`src/rtl/fft8_pkg.sv`:
```
// Shared types, sizes and index helpers for the 8-point FFT front/back ends.
package fft8_pkg;

  localparam int FFT8_N      = 8;
  localparam int FFT8_IDX_W  = 3;
  localparam int FFT8_DATA_W = 32;

  typedef enum logic {
    FILL = 1'b0,
    FULL = 1'b1
  } fft8_state_e;

  function automatic logic [FFT8_IDX_W-1:0] bitrev3(input logic [FFT8_IDX_W-1:0] v);
    return {v[0], v[1], v[2]};
  endfunction

endpackage

```
`src/rtl/fft8_bin_regfile.sv`:
```
// Eight complex bin registers with a single indexed write port; exposes flat X* outputs.
module fft8_bin_regfile
  import fft8_pkg::*;
#(
  parameter int DATA_W = FFT8_DATA_W
) (
  input  logic                  clk,
  input  logic                  rst,
  input  logic                  we_i,
  input  logic [FFT8_IDX_W-1:0] widx_i,
  input  logic [DATA_W-1:0]     wr_real_i,
  input  logic [DATA_W-1:0]     wr_img_i,
  output logic [DATA_W-1:0]     X0r,
  output logic [DATA_W-1:0]     X0i,
  output logic [DATA_W-1:0]     X1r,
  output logic [DATA_W-1:0]     X1i,
  output logic [DATA_W-1:0]     X2r,
  output logic [DATA_W-1:0]     X2i,
  output logic [DATA_W-1:0]     X3r,
  output logic [DATA_W-1:0]     X3i,
  output logic [DATA_W-1:0]     X4r,
  output logic [DATA_W-1:0]     X4i,
  output logic [DATA_W-1:0]     X5r,
  output logic [DATA_W-1:0]     X5i,
  output logic [DATA_W-1:0]     X6r,
  output logic [DATA_W-1:0]     X6i,
  output logic [DATA_W-1:0]     X7r,
  output logic [DATA_W-1:0]     X7i
);

  logic [DATA_W-1:0] re_q [FFT8_N];
  logic [DATA_W-1:0] im_q [FFT8_N];

  always_ff @(posedge clk) begin
    if (rst) begin
      for (int k = 0; k < FFT8_N; k++) begin
        re_q[k] <= '0;
        im_q[k] <= '0;
      end
    end else if (we_i) begin
      re_q[widx_i] <= wr_real_i;
      im_q[widx_i] <= wr_img_i;
    end
  end

  assign X0r = re_q[0];
  assign X0i = im_q[0];
  assign X1r = re_q[1];
  assign X1i = im_q[1];
  assign X2r = re_q[2];
  assign X2i = im_q[2];
  assign X3r = re_q[3];
  assign X3i = im_q[3];
  assign X4r = re_q[4];
  assign X4i = im_q[4];
  assign X5r = re_q[5];
  assign X5i = im_q[5];
  assign X6r = re_q[6];
  assign X6i = im_q[6];
  assign X7r = re_q[7];
  assign X7i = im_q[7];

endmodule

```
`src/rtl/fft8_input_deserializer.sv`:
```
// Serial-to-parallel front end: gathers 8 complex samples into bins, presents them with valid/ack.
// Define FFT8_BITREV_EN to store samples in bit-reversed bin order instead of natural order.
module fft8_input_deserializer
  import fft8_pkg::*;
#(
  parameter int DATA_W = FFT8_DATA_W
) (
  input  logic              clk,
  input  logic              rst,
  input  logic              in_valid,
  output logic              in_ready,
  input  logic              in_sof,
  input  logic [DATA_W-1:0] in_real,
  input  logic [DATA_W-1:0] in_img,
  output logic              frame_valid,
  input  logic              frame_ack,
  output logic              sync_err,
  output logic [DATA_W-1:0] X0r,
  output logic [DATA_W-1:0] X0i,
  output logic [DATA_W-1:0] X1r,
  output logic [DATA_W-1:0] X1i,
  output logic [DATA_W-1:0] X2r,
  output logic [DATA_W-1:0] X2i,
  output logic [DATA_W-1:0] X3r,
  output logic [DATA_W-1:0] X3i,
  output logic [DATA_W-1:0] X4r,
  output logic [DATA_W-1:0] X4i,
  output logic [DATA_W-1:0] X5r,
  output logic [DATA_W-1:0] X5i,
  output logic [DATA_W-1:0] X6r,
  output logic [DATA_W-1:0] X6i,
  output logic [DATA_W-1:0] X7r,
  output logic [DATA_W-1:0] X7i
);

  fft8_state_e           state_q, state_d;
  logic [FFT8_IDX_W-1:0] cnt_q, cnt_d;
  logic                  sync_err_q, sync_err_d;
  logic                  accept;
  logic [FFT8_IDX_W-1:0] wcnt;
  logic [FFT8_IDX_W-1:0] widx;

  // A pending frame is released in the same cycle its ack arrives, so a new frame can start bubble-free.
  assign in_ready    = (state_q == FILL) || frame_ack;
  assign accept      = in_valid && in_ready;
  assign frame_valid = (state_q == FULL);
  assign sync_err    = sync_err_q;

  always_ff @(posedge clk) begin
    if (rst) begin
      state_q    <= FILL;
      cnt_q      <= '0;
      sync_err_q <= 1'b0;
    end else begin
      state_q    <= state_d;
      cnt_q      <= cnt_d;
      sync_err_q <= sync_err_d;
    end
  end

  always_comb begin
    state_d    = state_q;
    cnt_d      = cnt_q;
    sync_err_d = 1'b0;
    wcnt       = cnt_q;

    if (state_q == FULL && frame_ack) begin
      state_d = FILL;
    end

    if (accept) begin
      if (in_sof && cnt_q != '0) begin
        // Resync: this sample becomes slot 0 of a fresh frame; stale bins are left to be overwritten.
        wcnt       = '0;
        cnt_d      = 3'd1;
        sync_err_d = 1'b1;
      end else if (cnt_q == 3'(FFT8_N - 1)) begin
        cnt_d   = '0;
        state_d = FULL;
      end else begin
        cnt_d = cnt_q + 3'd1;
      end
    end
  end

`ifdef FFT8_BITREV_EN
  assign widx = bitrev3(wcnt);
`else
  assign widx = wcnt;
`endif

  fft8_bin_regfile #(
    .DATA_W(DATA_W)
  ) u_bins (
    .clk       (clk),
    .rst       (rst),
    .we_i      (accept),
    .widx_i    (widx),
    .wr_real_i (in_real),
    .wr_img_i  (in_img),
    .X0r       (X0r),
    .X0i       (X0i),
    .X1r       (X1r),
    .X1i       (X1i),
    .X2r       (X2r),
    .X2i       (X2i),
    .X3r       (X3r),
    .X3i       (X3i),
    .X4r       (X4r),
    .X4i       (X4i),
    .X5r       (X5r),
    .X5i       (X5i),
    .X6r       (X6r),
    .X6i       (X6i),
    .X7r       (X7r),
    .X7i       (X7i)
  );

endmodule

```
`config.mk`:
```
export PLATFORM = sky130hd
export DESIGN_NAME = fft8_input_deserializer
export DESIGN_NICKNAME = d
export VERILOG_FILES = /design/src/rtl/fft8_pkg.sv /design/src/rtl/fft8_bin_regfile.sv /design/src/rtl/fft8_input_deserializer.sv
export SDC_FILE = /design/constraint.sdc
export NUM_CORES = 1
export LEC_CHECK = 0
export ABC_CLOCK_PERIOD_IN_PS = 10700
export CAP_MARGIN = 5
export CORE_AREA = 2 2 225 227
export CTS_CLUSTER_DIAMETER = 100
export CTS_CLUSTER_SIZE = 40
export DETAILED_ROUTE_END_ITERATION = 10
export DIE_AREA = 0 0 227 229
export PLACE_DENSITY_LB_ADDON = 0.15
export SYNTH_ARGS = -nofsm -noshare
export SYNTH_HDL_FRONTEND = slang
export SYNTH_SLANG_ARGS = --single-unit
```
`constraint.sdc`:
```
create_clock -name clk -period 10.7 [get_ports clk]
set_input_delay 2.675 -clock clk [delete_from_list [all_inputs] [get_ports clk]]
set_output_delay 2.675 -clock clk [all_outputs]
set_load 0.05 [all_outputs]
```
Yosys cells after proc, flatten, opt, wreduce, memory -nomap -nowiden
Memories as Yosys holds them, arrays and structs flattened.
Cells that the tools add are included.
Operators by class
  add/sub/neg operators: 1
  $mul: 0
  divide/modulo/power cells: 0
  magnitude comparators: 0
  equal/unequal tests: 1
  shift operators: 0
  multiplexer cells: 20
  bitwise logic cells: 2
  reduce and logical (&&, ||, !) cells: 8
Operator list (count)
  32-bit 2-to-1 mux: 2
  32-bit OR reduction: 2
  3-bit 2-to-1 mux: 6
  1-bit 2-to-1 mux: 12
  3-bit by 1-bit adder with 3-bit output (second input constant): 1
  3-bit == test (second input constant): 1
  1-bit logical AND: 3
  3-bit nonzero test: 1
  1-bit NOT: 2
  2-bit OR reduction: 1
  1-bit logical OR: 1
Storage, ports and cells
  register bits after elaboration: 5
  bits in latches: 0
  bits in writable memories: 512
  bits in read-only memories: 0
  input port bits: 69
  output and inout port bits: 515
  logic and storage cells: 37
  memories kept: 2
Memory list
  u_bins.im_q: words 8, width 32, read ports 8, clocked after memory_dff 0, wr ports 8, line fft8_bin_regfile.sv:32  | logic [DATA_W-1:0] im_q [FFT8_N];
  u_bins.re_q: words 8, width 32, read ports 8, clocked after memory_dff 0, wr ports 8, line fft8_bin_regfile.sv:31  | logic [DATA_W-1:0] re_q [FFT8_N];

Logic depth before layout (Yosys ltp)
  word-level depth: 8
  mapped depth: 8
  mapped depth without buffers: 5

By module
Synthesis repeated with hierarchy kept, for this count alone.
Second synthesis, totals
  cells, all modules: 1283
  area, all modules: 19262.2 um^2
By module, submodules not included
  fft8_bin_regfile: times used 1, cells each 1252, area each 18971.9 um^2, seq. area each 15374.7 um^2
  fft8_input_deserializer: times used 1, cells each 31, area each 290.3 um^2, seq. area each 100.1 um^2

Least setup slack after synthesis
No wires, ideal clock.
  path type: input to register
  from: input frame_ack
  to: memory u_bins.im_q[4][0] (netlist bit) (enable)
  data arrival time: 9.934 ns
  data required time: 10.039 ns
  slack: 0.105 ns
  cell stages on the path: 5
  path buffers: 1
  cell sequence: and2b_2 clkinv_1 buf_2 nand2_1 o41ai_1
RTL lines
  from (decl): line fft8_input_deserializer.sv:16  | input logic frame_ack,
  to (decl): line fft8_bin_regfile.sv:32

Worst setup path in the final report
  from: input frame_ack
  to: output in_ready
Between the ends
  word-level cells in the longest chain between the ends: 1
RTL lines
  1-bit logical OR: line fft8_input_deserializer.sv:44  | assign in_ready = (state_q == FILL) || frame_ack;
  to (decl): line fft8_input_deserializer.sv:11  | output logic in_ready,
Every way passes these cells.

==> run_results.csv <==
group,metric,value,unit
outcome,status,"complete, no violations",
pwr,switchingPower,1.22,mW
sta,worst_pin_slew,1.10,ns
worst_setup_path,r2r_start,"cnt_q[0]",
placement,dp.cells,2554,
worst_setup_path,worst_ep_arrival_time,4.53,ns
drt,vias,13300,
hold_path,hp-class,"register to register",
sta,slew_headroom,26.3,%
drt,wl_met2,32700,um
finish,final_common_cell,"clkdlybuf4s50_1",
logic_synthesis,synth_cell_type_count,35,
sta,tns,0,ns
floorplanning,core_area,0.0497,mm^2
finish,nets,1973,
drt,drt_iter0_drc,1064,
logic_synthesis,ys_seq_elements,517,
finish,mostFrequentLayoutCells,"583 x clkdlybuf4s50_1, 512 x edfxtp_1, 192 x and2_1, 130 x nand2_1",
sta,timing.final.crit_share,67.4,%
global_routing,grt_max_degree,93,
global_routing,grt-ovfl-total,0,
drt,wirelength_met1,24800,um
global_routing,grt_pass1_vias,12900,
floorplanning,fp.dieH,229,um
cts,clock-root-buffer,"clkbuf_16",
sta,setup_viol,0,
worst_setup_path,path_cells,"clkdlybuf4s50_1 > and2b_2 > inv_2 > clkdlybuf4s50_1",
drt,dr_wl_met3,5890,um
worst_setup_path,crit_fanout,6,
finish,multiInputGateArea,0.00412,mm^2
pwr,power.density,150,mW/mm^2
logic_synthesis,syn_area,0.0199,mm^2
logic_synthesis,syn_inst,1382,
sta,skew,0.0141,ns
placement,portBuffers,583,
worst_setup_path,worstReg2RegEnd,"u_bins.re_q[1][13]",
logic_synthesis,ys_seq_area_share,77.7,%
floorplanning,die-area,0.0520,mm^2
pwr,p_int,2.83,mW
sta,finalHoldViolations,0,
worst_setup_path,cp_common_cell,"clkdlybuf4s50_1",
finish,nFillCells,4171,
drt,drcViolationCount,0,
cts,worstSkewPairLatency,0.56,ns
floorplanning,io_pins,584,
global_routing,antenna_found_initial,2,
floorplanning,rows,82,
worst_setup_path,critPathMaxStageDelay,0.84,ns
cts,cts_tree,"yes",
worst_setup_path,critPathLaunchType,"input pin",
sta,fmax,0.139,GHz
cts,hold_buffers,0,
pwr,power_frac_seq,58.1,%
pwr,max-vdd-ir-drop,158,uV
logic_synthesis,yosys_warnings,0,
logic_synthesis,synth-edff-count,512,
pwr,clockPowerShare,22.5,%
drt,wl,65200,um
sta,min_period,7.21,ns
pwr,p_comb_share,19.4,%
cts,cts_num_sinks,517,
worst_setup_path,rr_worst_depth,7,
cts,post_cts_resized,0,
cts,post_cts_buffers,0,
global_routing,grt_first_pass_wirelength,92600,um
placement,hpwlAfterDp,44600,um
placement,gp_congestion,0.807,
drt,firstDrtPassIters,5,
worst_setup_path,slowest_stage,"clkdlybuf4s50_1",
drt,wl_per_cell,25.3,um
worst_setup_path,crit_path_end,"in_ready",
worst_setup_path,crit_start,"frame_ack",
cts,path_clk_slew,0.13,ns
finish,final_cells,2576,
drt,top_layer_used,"met4",
cts,numCtsBuffers,17,
drt,via_per_inst,5.18,
cts,cts_buffer_depth,3,
worst_setup_path,path_class,"input pin to output pin",
global_routing,grt_usage,24.6,%
logic_synthesis,synth_flop_cell,"edfxtp_1",
finish,drive_gt1_share,3.94,%
sta,slew_violations,0,
finish,regArea,0.0155,mm^2
flow_run,maxCapViolCount,0,
worst_setup_path,rrSetupSlack,6.59,ns
cts,htree_levels,1,
worst_setup_path,crit_required,8.03,ns
worst_setup_path,critPathCaptureType,"output pin",
pwr,power.leakage,9.14,nW
pwr,p_sw_share,30.2,%
logic_synthesis,synth_fp_nets,1454,
sta,rsz0062_at_grt,"false",
finish,areaGrowthSynthToFinish,35.5,%
logic_synthesis,async_flop_share,0,%
drt,postRouteAntennaNets,0,
floorplanning,fp.dieW,227,um
floorplanning,start_util,40.1,%
logic_synthesis,syn_avg_cell_area,14.4,um^2
-- metal layers --
layer | vias to the layer above | GRT usage (%)
met5 | - | 0
met4 | 0 | 6.72
met3 | 73 | 6.40
met2 | 561 | 41.9
met1 | 6688 | 30.9
li1 | 6014 | -
-- synth_stat cells (4+ instances only) --
master    count  area (um^2)
clkbuf_2      7         35.0
and2_1      192         1200
buf_2        17         85.1
inv_1         5         18.8
clkbuf_1     78          293
edfxtp_1    512        15400
nor2_1      129          484
a211oi_1     65          488
nor2b_1       4         25.0
nand3_1      65          325
o31ai_1       4         30.0
dfxtp_1       5          100
nor3_1      128          641
buf_1         9         33.8
nand2_1     130          488
-- how the worst min path moves through the flow --
stage              from  slack (ns)  cells past startpoint  endpoint
2_1_floorplan  cnt_q[2]        0.66                      2  cnt_q[2]
3_3_place_gp   cnt_q[2]        0.68                      1  cnt_q[2]
3_5_place_dp   cnt_q[2]        0.69                      1  cnt_q[2]
4_1_cts        cnt_q[2]        0.71                      1  cnt_q[2]
5_1_grt        cnt_q[2]        0.75                      1  cnt_q[2]
6_report       cnt_q[2]        0.71                      1  cnt_q[2]
-- area by class of cell --
type / instances / share of cell area, %
diodes: 1 / 0.00927
clock inverters: 4 / 0.195
well taps: 672 / 3.12
multi-input cells: 746 / 15.3
clock buffers: 17 / 1.58
inverters: 7 / 0.0973
repair buffers: 612 / 22.4
flip-flops and latches: 517 / 57.3
-- through the flow --
stage                     worst slack [ns]  hold slack, ns  instance area [um^2]  util (%)  power (mW)
after detailed placement              3.47           0.690                 26500      53.4        3.19
after global placement                3.46           0.682                 26500      53.4        3.19
after floorplan                      0.105           0.656                 19900         -        2.88
after CTS                             3.47           0.708                 27000      54.4        4.08
after global routing                  3.45           0.754                 27000      54.4        4.15
final                                 3.49           0.714                 27000      54.4        4.05
-- sequential cells by signal, summed over array words and instances (netlist names) --
register,count
frame_valid,1
cnt_q,3
u_bins.im_q,256
sync_err,1
u_bins.re_q,256
-- power groups by stage --
stage | clock [mW] | sequential, mW | combinational, mW
after floorplan | 0 | 2.76 | 0.117
after global placement | 0 | 2.40 | 0.790
after detailed placement | 0 | 2.40 | 0.794
after CTS | 0.926 | 2.35 | 0.796
after global routing | 0.971 | 2.36 | 0.812
final | 0.911 | 2.35 | 0.785
-- kinds of logic after synthesis --
| family | synth area share [%] |
|---|---|
| buf+inv | 2.43 |
| fa+ha+maj | 0.188 |
| flops | 77.7 |
| compound gates | 3.12 |
| simple gates | 16.6 |
-- worst max-delay path: cells and delay by family --
kind                   cells  cell delay, ns
and+or+nand+nor            1            0.32
buffers and inverters      3            1.53
No activity file was read; power rests on OpenSTA's default activity.
